### src/rtl/multicycle_controller.sv
// rtl/multicycle_controller.sv - multicycle CPU control FSM (optional MUL decode via MULTICYCLE_CTRL_MUL_EN)
module multicycle_controller (
  input  logic       CLK,
  input  logic       RST,
  input  logic [5:0] Opcode,
  input  logic [5:0] Funct,
  input  logic       Zero,
  output logic       IorD,
  output logic       MemWrite,
  output logic       IRWrite,
  output logic       RegDst,
  output logic       MemtoReg,
  output logic       RegWrite,
  output logic       ALUSrcA,
  output logic [1:0] ALUSrcB,
  output logic [2:0] ALUControl,
  output logic [1:0] PCSrc,
  output logic       PCEn,
  output logic [3:0] State
);

  typedef enum logic [3:0] {
    S_FETCH  = 4'd0,
    S_DECODE = 4'd1,
    S_MEMADR = 4'd2,
    S_MEMRD  = 4'd3,
    S_MEMWB  = 4'd4,
    S_MEMWR  = 4'd5,
    S_EXEC   = 4'd6,
    S_ALUWB  = 4'd7,
    S_BRANCH = 4'd8,
    S_ADDIEX = 4'd9,
    S_ADDIWB = 4'd10,
    S_JUMP   = 4'd11
  } state_t;

  localparam logic [5:0] OP_LW   = 6'b100011;
  localparam logic [5:0] OP_SW   = 6'b101011;
  localparam logic [5:0] OP_RTYP = 6'b000000;
  localparam logic [5:0] OP_BEQ  = 6'b000100;
  localparam logic [5:0] OP_ADDI = 6'b001000;
  localparam logic [5:0] OP_J    = 6'b000010;

  state_t state_q, state_d;
  logic   pc_write, branch;
  logic   mem_write_raw, ir_write_raw, reg_write_raw;

  // R-type function field to ALU operation; unknown functions fall back to ADD
  function automatic logic [2:0] alu_decode(input logic [5:0] fn);
    case (fn)
      6'b100100: alu_decode = 3'b000;
      6'b100101: alu_decode = 3'b001;
      6'b100000: alu_decode = 3'b010;
      6'b100010: alu_decode = 3'b100;
      6'b101010: alu_decode = 3'b110;
`ifdef MULTICYCLE_CTRL_MUL_EN
      6'b011000: alu_decode = 3'b101;
`endif
      default:   alu_decode = 3'b010;
    endcase
  endfunction

  // State register; reset forces FETCH immediately from any state
  always_ff @(posedge CLK or posedge RST) begin
    if (RST) state_q <= S_FETCH;
    else     state_q <= state_d;
  end

  // Next-state selection; unused codes recover to FETCH
  always_comb begin
    state_d = S_FETCH;
    case (state_q)
      S_FETCH:  state_d = S_DECODE;
      S_DECODE: begin
        case (Opcode)
          OP_LW, OP_SW: state_d = S_MEMADR;
          OP_RTYP:      state_d = S_EXEC;
          OP_BEQ:       state_d = S_BRANCH;
          OP_ADDI:      state_d = S_ADDIEX;
          OP_J:         state_d = S_JUMP;
          default:      state_d = S_FETCH;
        endcase
      end
      S_MEMADR: state_d = (Opcode == OP_LW) ? S_MEMRD : S_MEMWR;
      S_MEMRD:  state_d = S_MEMWB;
      S_EXEC:   state_d = S_ALUWB;
      S_ADDIEX: state_d = S_ADDIWB;
      default:  state_d = S_FETCH;
    endcase
  end

  // Moore outputs per state; write strobes are masked while reset is held
  always_comb begin
    IorD          = 1'b0;
    mem_write_raw = 1'b0;
    ir_write_raw  = 1'b0;
    RegDst        = 1'b0;
    MemtoReg      = 1'b0;
    reg_write_raw = 1'b0;
    ALUSrcA       = 1'b0;
    ALUSrcB       = 2'b00;
    ALUControl    = 3'b010;
    PCSrc         = 2'b00;
    pc_write      = 1'b0;
    branch        = 1'b0;
    case (state_q)
      S_FETCH: begin
        ir_write_raw = 1'b1;
        pc_write     = 1'b1;
        ALUSrcB      = 2'b01;
      end
      S_DECODE: ALUSrcB = 2'b11;
      S_MEMADR, S_ADDIEX: begin
        ALUSrcA = 1'b1;
        ALUSrcB = 2'b10;
      end
      S_MEMRD: IorD = 1'b1;
      S_MEMWR: begin
        IorD          = 1'b1;
        mem_write_raw = 1'b1;
      end
      S_MEMWB: begin
        MemtoReg      = 1'b1;
        reg_write_raw = 1'b1;
      end
      S_ADDIWB: reg_write_raw = 1'b1;
      S_ALUWB: begin
        RegDst        = 1'b1;
        reg_write_raw = 1'b1;
      end
      S_EXEC: begin
        ALUSrcA    = 1'b1;
        ALUControl = alu_decode(Funct);
      end
      S_BRANCH: begin
        ALUSrcA    = 1'b1;
        ALUControl = 3'b100;
        PCSrc      = 2'b01;
        branch     = 1'b1;
      end
      S_JUMP: begin
        PCSrc    = 2'b10;
        pc_write = 1'b1;
      end
      default: ;
    endcase
  end

  // Strobe gating and PC enable; PCEn follows Zero combinationally in BRANCH
  always_comb begin
    MemWrite = mem_write_raw & ~RST;
    IRWrite  = ir_write_raw & ~RST;
    RegWrite = reg_write_raw & ~RST;
    PCEn     = (pc_write | (branch & Zero)) & ~RST;
    State    = state_q;
  end

endmodule

### config.mk
export PLATFORM = sky130hd
export DESIGN_NAME = multicycle_controller
export DESIGN_NICKNAME = d
export VERILOG_FILES = /design/src/rtl/multicycle_controller.sv
export SDC_FILE = /design/constraint.sdc
export NUM_CORES = 1
export LEC_CHECK = 0
export BUFFER_PORTS_ARGS = -buffer_cell sky130_fd_sc_hd__buf_2
export CAP_MARGIN = 40
export CORE_AREA = 8 8 45 47
export CTS_BUF_LIST = sky130_fd_sc_hd__clkbuf_8
export CTS_CLUSTER_SIZE = 14
export DETAILED_ROUTE_END_ITERATION = 8
export DIE_AREA = 0 0 53 55
export PLACE_DENSITY = 0.76
export SYNTH_ARGS = -nofsm -noshare
export SYNTH_HDL_FRONTEND = slang
export SYNTH_SLANG_ARGS = --single-unit
### constraint.sdc
create_clock -name CLK -period 2.9 [get_ports CLK]
set_clock_uncertainty 0.1 [all_clocks]
set_input_delay 0.29 -clock CLK [delete_from_list [all_inputs] [get_ports CLK]]
set_output_delay 0.29 -clock CLK [all_outputs]
set_load 0.05 [all_outputs]
==> impl_metrics.toml <==
[run_status]
outcome = "finished, final reports clean"

[cts]
post_cts_resize_count = 0
cts_buffers = 3
cts_post_setup_buffers_inserted = 0
clkLatencyLatePin_ns = 0.22
max-clock-path-buffers = 2
cts-root-buf = "sky130_fd_sc_hd__clkbuf_8"
clk_pin_slew_worst_paths_ns = 0.03
ctsHtreeMaxLevel = 1
cts.sinks = 4
tritoncts_clock_tree = "built"

[setup_path]
rrSetupSlack_ns = 1.10
worstPathRequired_ns = 2.51
worstSetupEndpointType = "output port"
cell_with_the_biggest_individual_delay_on_the_critical_path = "sky130_fd_sc_hd__or4b_2"
crit_path_max_fanout = 13
criticalPathCategory = "reg -> out"
delay_of_the_slowest_critical_path_stage_ns = 0.62
worstPathArrival_ns = 2.01
setup.worst_path.start_class = "flip-flop"
crit_chain = "nand2b_4 -> or4b_2 -> nor4_2 -> buf_2"

[grt]
grt_overflow = 0
grt_pass1_vias = 632
grt_pass1_wl_um = 2660
grt_start_max_net_pins = 16
antenna_found_initial = 0
groute.usage.overall_pct = 11.5

[logic_synthesis]
synth_top_flop_cell = "sky130_fd_sc_hd__dfrtp_1"
synth_enable_flop_cells = 0
synth_seq_cells = 4
synth_sequential_area_ratio_pct = 19.0
post_synth_most_frequent_cells = "sky130_fd_sc_hd__nand2b_1 (5), sky130_fd_sc_hd__nor3_1 (5)"
yosys.area.top_type = "sky130_fd_sc_hd__dfrtp_1"
syn-num-nets = 86
synthesis.yosys.warnings = 0
synth_cell_type_count = 32
netlist_instances = 71
netlist_top_cells_area = "sky130_fd_sc_hd__dfrtp_1 (19%), sky130_fd_sc_hd__xor2_1 (6.7%), sky130_fd_sc_hd__nand2b_1 (6.0%)"
asyncSetResetFlopFracSynth_pct = 100
yosys.area.top_type_share_pct = 19.0
avgSynthCellArea_um2 = 7.40
syn-cell-area_um2 = 526

[power_and_ir_drop]
ir_worst_vdd_mv = 0.590
power_frac_seq_pct = 19.7
finalPower_uw = 629
static_leakage_power_uw = 0.000359
pwr_density_cell_mw_per_mm2 = 831
swShare_pct = 58.6
power.switching_uw = 369
p_comb_share_pct = 61.9
clockPowerShare_pct = 18.4
internal_power_uw = 261

[finish]
post_route_cells_drive_above_1_share_pct = 43.8
diodes = 0
fillers = 151
final_nets = 122
area.growth.synth_to_final_pct = 44.0
largest_register_ffs = 4

[detailed_routing]
first_pass_iters = 4
postRouteWirelength_um = 1760
drtIter0Drc = 30
num_vias = 672
remaining_drc_errors = 0
route.antenna.remaining_nets = 0
routed_via_density = 5.55
routed_wire_length_per_instance_um = 14.5

[timing]
period_needed_ns = 2.40
slew_violations = 0
worst-slew-pin-transition_ns = 0.479
slew-limit-headroom_pct = 68.1
report.final.hold_viol_count = 0
rsz0062_at_grt = "no"
fin_tns_setup_ns = 0
fmax_mhz = 417
finalSetupViolations = 0
finalCritPeriodShare_pct = 82.7

[placed_design]
portBuffers = 33
weighted_congestion_at_the_end_of_routability_driven_global_placement = 0.839
place_hpwl_um = 1400

[floorplanning]
fp.dieH_um = 55
core.rowCount = 14
dieWidth_um = 53
pin_count = 34
floorplan.core_area_mm2 = 0.00138
floorplan.initialDensity_pct = 38.0
floorplan.die_area_mm2 = 0.00292

[min_path]
hp-class = "in -> reg"

[job]
maxCapViolCount = 0
what timing repair did:
action,4_1_cts,5_1_grt
hold buffers,1,0
setup endpoints to repair,0,0
hold endpoints to repair,4,0
cell families after synthesis:
logic type	count (synthesis)	share of synthesized area [%]
DFF	4	19.0
and+or+nand+nor	41	48.8
AOI/OAI and AO/OA	16	21.2
buffers and inverters	6	4.29
xor gates and xnor gates	4	6.67
worst paths after layout:
check,cells past startpoint,start,to
hold / removal,2,Opcode[4],State[3]$_DFF_PP0_
setup reg to reg,3,State[2]$_DFF_PP0_,State[3]$_DFF_PP0_
max in group asynchronous,3,RST,State[0]$_DFF_PP0_
hold reg to reg,1,State[3]$_DFF_PP0_,State[0]$_DFF_PP0_
setup / recovery,4,State[2]$_DFF_PP0_,ALUControl[0]
min in group asynchronous,3,RST,State[2]$_DFF_PP0_
cell usage in the layout, fill, tap and decap left out, drive strengths merged:
cell and n:
buf 33, nand2b 6, nor3 5, dfrtp 4, xor2 4, nand2 4, o211ai 4, a21oi 4
nor2 4, nor4 4, inv 3, nand3 3, o21ai 3, clkbuf 3, or2 3, and3 2
and2b 2, or4 1, a211o 1, or2b 1, a221oi 1, or4b 1, nor4b 1, nand4 1
o31ai 1, nor3b 1, nor2b 1, nor4bb 1, a21o 1, a211oi 1, dlygate4sd3 1
area by class of cell:
class                           instances  area (um2)  share of cell area (%)
Timing Repair Buffer                   34         175                    23.1
Sequential cell                         4         100                    13.2
Clock buffer                            3        41.3                    5.45
Tap cell                               16        20.0                    2.64
Multi-Input combinational cell         61         409                    54.0
Inverter                                3        11.3                    1.49
critical path: cells and delay by family, from the launching register on:
| kind | cells | cell delay, ns |
|---|---|---|
| AND/OR/NAND/NOR | 3 | 0.87 |
| buffers and inverters | 1 | 0.31 |
| flip-flops | 1 | 0.61 |
layer usage:
metal / vias up / track usage, % / wire, um
met5: - / 0 / 0
met4: 0 / 6.03 / 29
met3: 4 / 2.41 / 153
met2: 27 / 19.9 / 906
met1: 306 / 13.0 / 665
li1: 335 / - / -
metrics by stage:
stage / cell area, um2 / instances / utilization, % / hold slack [ns] / setup slack, ns
3_3_place_gp: 706 / 117 / 51.0 / 0.116 / 0.783
5_1_grt: 757 / 121 / 54.7 / 0.228 / 0.414
2_1_floorplan: 532 / 71 / - / -0.0439 / 0.0941
6_report: 757 / 121 / 54.7 / 0.213 / 0.502
3_5_place_dp: 706 / 117 / 51.0 / 0.117 / 0.732
4_1_cts: 757 / 121 / 54.7 / 0.211 / 0.501
power by group through the flow:
stage,Combinational (uW),Clock (uW),Sequential [uW]
4_1_cts,392,117,123
3_5_place_dp,389,0,124
2_1_floorplan,277,0,138
5_1_grt,409,120,129
6_report,390,116,124
3_3_place_gp,384,0,123
No activity file was read; power rests on OpenSTA's default activity.
